==> config.mk <==
export PLATFORM = sky130hd
export DESIGN_NAME = accum_step_alu
export DESIGN_NICKNAME = d
export VERILOG_FILES = /design/src/rtl/accum_step_alu.sv
export SDC_FILE = /design/constraint.sdc
export NUM_CORES = 1
export LEC_CHECK = 0
export ABC_CLOCK_PERIOD_IN_PS = 4200
export BUFFER_PORTS_ARGS = -buffer_cell sky130_fd_sc_hd__buf_4
export CORE_MARGIN = 3
export CORE_UTILIZATION = 55
export CTS_BUF_LIST = sky130_fd_sc_hd__clkbuf_16
export DETAILED_ROUTE_END_ITERATION = 8
export GPL_TIMING_DRIVEN = 0
export PLACE_DENSITY_LB_ADDON = 0.12
export RECOVER_POWER = 50
export SKIP_CTS_REPAIR_TIMING = 1
export SLEW_MARGIN = 20
export SYNTH_ARGS = -nofsm -noshare
export SYNTH_HDL_FRONTEND = slang
export SYNTH_SLANG_ARGS = --single-unit
export TNS_END_PERCENT = 50
==> constraint.sdc <==
create_clock -name clk -period 4.2 [get_ports clk]
set_input_delay 1.05 -clock clk [delete_from_list [all_inputs] [get_ports clk]]
set_output_delay 1.05 -clock clk [all_outputs]
set_load 0.1 [all_outputs]
==> src/rtl/accum_step_alu.sv <==
// accum_step_alu: step-driven accumulator with ADD/SUB/LOAD/CLEAR modes.
// A button-level step request is synchronised onto clk and edge-detected;
// each synchronised rising edge executes exactly one operation.
// acc, carry, overflow, sticky_ovf and op_cnt are registered.
// zero and neg are decoded combinationally from acc.
module accum_step_alu #(
   parameter int WIDTH       = 8,
   parameter int SATURATE    = 0,
   parameter int SYNC_STAGES = 2,
   parameter int CNT_W       = 8
) (
   input  logic             clk,
   input  logic             rst,
   input  logic             step,
   input  logic [1:0]       op,
   input  logic [WIDTH-1:0] a,
   input  logic             cin,
   output logic [WIDTH-1:0] acc,
   output logic             carry,
   output logic             overflow,
   output logic             sticky_ovf,
   output logic             zero,
   output logic             neg,
   output logic [CNT_W-1:0] op_cnt
);

   localparam int MSB = WIDTH - 1;
   localparam bit SAT_EN = (SATURATE != 0);

   localparam logic [1:0] OP_ADD   = 2'b00;
   localparam logic [1:0] OP_SUB   = 2'b01;
   localparam logic [1:0] OP_LOAD  = 2'b10;
   localparam logic [1:0] OP_CLEAR = 2'b11;

   localparam logic [WIDTH-1:0] SAT_MAX = {1'b0, {(WIDTH-1){1'b1}}};
   localparam logic [WIDTH-1:0] SAT_MIN = {1'b1, {(WIDTH-1){1'b0}}};

   logic [SYNC_STAGES-1:0] sync_q;
   logic                   prev_q;
   logic                   fire;

   logic [WIDTH-1:0] acc_q, acc_d;
   logic             carry_q, carry_d;
   logic             ovf_q, ovf_d;
   logic             sticky_q, sticky_d;
   logic [CNT_W-1:0] cnt_q, cnt_d;

   logic [WIDTH:0]   sum_w;
   logic [WIDTH:0]   diff_w;
   logic             add_ovf;
   logic             sub_ovf;
   logic [WIDTH-1:0] sat_val;
   logic [CNT_W-1:0] cnt_inc;

   // Step synchroniser chain plus the edge flop remembering the last synced level.
   always_ff @(posedge clk or posedge rst) begin
      if (rst) begin
         sync_q <= '0;
         prev_q <= 1'b0;
      end else begin
         sync_q <= {sync_q[SYNC_STAGES-2:0], step};
         prev_q <= sync_q[SYNC_STAGES-1];
      end
   end

   // One-cycle pulse on each synchronised rising edge of step.
   assign fire = sync_q[SYNC_STAGES-1] & ~prev_q;

   // Both arithmetic results are one bit wider so the top bit is carry / borrow.
   // For SUB the wide difference is negative exactly when acc < a + cin.
   assign sum_w  = {1'b0, acc_q} + {1'b0, a} + {{WIDTH{1'b0}}, cin};
   assign diff_w = {1'b0, acc_q} - {1'b0, a} - {{WIDTH{1'b0}}, cin};

   assign add_ovf = (acc_q[MSB] == a[MSB]) & (sum_w[MSB]  != acc_q[MSB]);
   assign sub_ovf = (acc_q[MSB] != a[MSB]) & (diff_w[MSB] != acc_q[MSB]);

   // On overflow the true result lies beyond the rail on the side of the old sign.
   assign sat_val = acc_q[MSB] ? SAT_MIN : SAT_MAX;

   // Operation counter sticks at all-ones instead of wrapping.
   assign cnt_inc = (cnt_q == {CNT_W{1'b1}}) ? cnt_q : cnt_q + CNT_W'(1);

   // Next-state datapath: everything holds unless a step edge fires.
   always_comb begin
      acc_d    = acc_q;
      carry_d  = carry_q;
      ovf_d    = ovf_q;
      sticky_d = sticky_q;
      cnt_d    = cnt_q;
      if (fire) begin
         case (op)
            OP_ADD: begin
               carry_d  = sum_w[WIDTH];
               ovf_d    = add_ovf;
               sticky_d = sticky_q | add_ovf;
               acc_d    = (SAT_EN && add_ovf) ? sat_val : sum_w[WIDTH-1:0];
               cnt_d    = cnt_inc;
            end
            OP_SUB: begin
               carry_d  = diff_w[WIDTH];
               ovf_d    = sub_ovf;
               sticky_d = sticky_q | sub_ovf;
               acc_d    = (SAT_EN && sub_ovf) ? sat_val : diff_w[WIDTH-1:0];
               cnt_d    = cnt_inc;
            end
            OP_LOAD: begin
               acc_d   = a;
               carry_d = 1'b0;
               ovf_d   = 1'b0;
               cnt_d   = cnt_inc;
            end
            OP_CLEAR: begin
               acc_d    = '0;
               carry_d  = 1'b0;
               ovf_d    = 1'b0;
               sticky_d = 1'b0;
               cnt_d    = '0;
            end
            default: begin
               acc_d = acc_q;
            end
         endcase
      end
   end

   // Architectural state registers.
   always_ff @(posedge clk or posedge rst) begin
      if (rst) begin
         acc_q    <= '0;
         carry_q  <= 1'b0;
         ovf_q    <= 1'b0;
         sticky_q <= 1'b0;
         cnt_q    <= '0;
      end else begin
         acc_q    <= acc_d;
         carry_q  <= carry_d;
         ovf_q    <= ovf_d;
         sticky_q <= sticky_d;
         cnt_q    <= cnt_d;
      end
   end

   assign acc        = acc_q;
   assign carry      = carry_q;
   assign overflow   = ovf_q;
   assign sticky_ovf = sticky_q;
   assign op_cnt     = cnt_q;
   assign zero       = (acc_q == '0);
   assign neg        = acc_q[MSB];

endmodule
==> metrics.md <==
| Metric | Value |
|---|---|
| Global-route wire length before repair | 7.33 mm |
| Asr flop ratio synth | 100% |
| CTS Root Cell | clkbuf_16 |
| CTS buffer count | 3 |
| CP max FO | 4 |
| Average via count per standard cell | ~5.5 |
| Initial antenna violation count | 0 |
| Gr usage total | around 22% |
| Commonest non-fill, non-tap cells in the layout | inv_1 (27), buf_4 (27), nor2_1 (25) |
| Seq/Total Area, Yosys | 28.9% |
| DR WL/cell | approximately 14 um |
| Fin Clk Skew | between 0.001 and 0.0015 ns |
| Clk slew on worst S/H paths | roughly 0.06 ns |
| Final period util | 75.0% |
| Gpl congestion | about 0.88 |
| HP Class | reg -> reg |
| Internal power | roughly 0.74 mW |
| Layout cell share with drive strength beyond 1 | roughly 15% |
| Max clock buf depth | 2 |
| Hold path depth | 0 |
| Top-area cell type share of the netlist area | slightly below 30% |
| Max-slew violation count | 0 |
| Final Power | between 1.5 and 2 mW |
| Setup-failing EPs final | 0 |
| Dpl ws | 0.810 ns |
| Comb pwr share | between 60% and 70% |
| Max transition margin | between 20% and 30% |
| Nets | 300 |
| CTS tree | built |
| Post-Syn Area | between 1500 and 2000 um^2 |
| Final WL | between 4 and 5 mm |
| Top cells by area, synth | dfrtp_1 (29%), ha_1 (14%), inv_1 (5.3%), xnor2_1 (5.1%), nor2_1 (4.9%) |
| ANT cells | 0 |
| Yosys synthesis warning count | 0 |
| Post-synth EDFFs | 0 |
| # DRC | 0 |
| Clk_lat worst skew | about 0.26 ns |
| Site Rows | 20 |
| Vias | around 1700 |
| Tmin final | between 3 and 4 ns |
| Top Ports | 35 |
| Pre-Repair DR Iteration Count | 4 |
| WHS | 0.355 ns |
| Origin of the worst setup path | a[0] |
| CTS H-tree lvls | 1 |
| Leading area contributor after synthesis | dfrtp_1 |
| Synth unique cells | 47 |
| Setup crit end kind | flop |
| DIE AREA | roughly 4200 um^2 |
| CTS Sinks | 22 |
| Max Cap Violations | 0 |
| Syn Nets | approximately 260 |
| Layout area overhead | 20.0% |
| Initial Utilization | about three fifths |
| Crit Path Class | in -> reg |
| Worst path required time | between 4 and 5 ns |
| FF+latch count, synth | 22 |
| Congestion Overflow GR | 0 |
| Sw Ratio | a little over half |
| Clk network pwr share | about 17% |
| Final worst-path setup slack | about 1.0 ns |
| Port buffer count | 33 |
| Leakage power total | 1.08 nW |
| Reg2Reg Launch Point | acc[0] |
| Post-route ant nets | 0 |
| RSZ-0062 raised after global routing | false |
| Cell area power density | 684 nW/um^2 |
| Syn Inst Count | between 200 and 250 |
| IR drop worst, VDD | ~0.32 mV |
| Worst reg2reg path depth | 10 |
| Switching pwr | 0.828 mW |
| Setup TNS | 0 ns |
| Detailed Route Iter0 Violations | ~120 |
| Hold Crit Start | sync_q[0] |
| Ys flop type | dfrtp_1 |
| Reg power frac | around a fifth |
| CP Data Arrival Time | ~3.3 ns |
| Core ar. | approximately 3200 um^2 |
| Synth Area per Inst | ~8.5 um^2 |
| Status | complete, no violations |
| Width of the die | 64.9 um |
| Worst slew pin tran | ~1.2 ns |
| Hold Vio Cnt, Final | 0 |
| Die Ht | ~65 um |
| Hpwl dp | between 3 and 4 mm |
| Vias in the first global route | roughly 1600 |
| Largest net degree at the start of global routing | 23 |
| Fmax | about 0.32 GHz |
| Worst setup SP type | primary input |
==> synthesized netlist by cell type, drive strengths merged, types with 3 or more instances <==
master	number
nor4	4
a31oi	3
nand4	3
dfrtp	22
fa	3
nor2	25
o21ai	11
xor2	4
ha	22
nand3	10
clkbuf	6
a21oi	17
nor3	5
nand2	7
nor2b	4
xnor2	11
a21o	3
inv	27
a211oi	4
==> area by class of cell <==
type	count	area [um^2]
buffer	8	33.8
tap	44	55.1
fill	274	892
clock inverter	1	30.0
inverter	27	101
timing repair buffer	33	229
multi-input combinational	166	1210
clock buffer	3	75.1
sequential	22	551
==> layer usage <==
metal	GRT usage [%]	up-vias	part of all wire, %
met3	3.64	4	6.1
met2	35.4	50	45
met4	3.96	0	0.71
met1	31.7	775	48
li1	-	857	-
met5	0	-	0
==> cells by family after synthesis <==
family / Yosys count / synth area share (%)
xor gates and xnor gates: 15 / 6.89
adders and majority gates: 25 / 17.6
and+or+nand+nor: 69 / 18.1
buffers and inverters: 35 / 7.16
DFF: 22 / 28.9
muxes: 3 / 1.71
AOI/OAI and AO/OA: 54 / 19.7
==> per-stage QoR <==
| stage | area [um^2] | util, % | instances |
|---|---|---|---|
| after detailed placement | 2210 | 69.5 | 300 |
| final | 2290 | 71.9 | 304 |
| after floorplan | 1910 | - | 223 |
| after global placement | 2210 | 69.5 | 300 |
| after CTS | 2310 | 72.8 | 304 |
| after global routing | 2290 | 71.9 | 304 |
==> state kept, by name (all words and copies together), names as in the netlist <==
signal and cells:
prev_q 1, op_cnt 8, sync_q 2, overflow 1, acc 8, carry 1, sticky_ovf 1
==> path summary, 6_finish.rpt <==
| path | to | slack (ns) |
|---|---|---|
| worst max-delay path | sticky_ovf | 1.05 |
| worst min-delay path | sync_q[1] | 0.36 |
| worst max register to register | sticky_ovf | 1.55 |
| worst min register to register | sync_q[1] | 0.36 |
| max in group asynchronous | op_cnt[6] | 2.74 |
| min in group asynchronous | acc[0] | 0.95 |
==> critical path, stage by stage <==
cell,delay (ns)
buf_4,0.13
fa_1,0.55
inv_1,0.05
ha_1,0.17
o21ai_1,0.26
a21oi_1,0.14
a211oi_2,0.32
xnor2_1,0.22
mux2i_1,0.29
nand3_1,0.10
==> power by group through the flow <==
| stage | clock (mW) | combinational (mW) | sequential, mW |
|---|---|---|---|
| after floorplan | 0 | 0.446 | 0.669 |
| after global placement | 0 | 0.977 | 0.320 |
| after detailed placement | 0 | 0.987 | 0.321 |
| after CTS | 0.272 | 0.993 | 0.317 |
| after global routing | 0.282 | 1.05 | 0.327 |
| final | 0.270 | 0.978 | 0.316 |
Note: power is estimated with default switching activity, not from simulation.
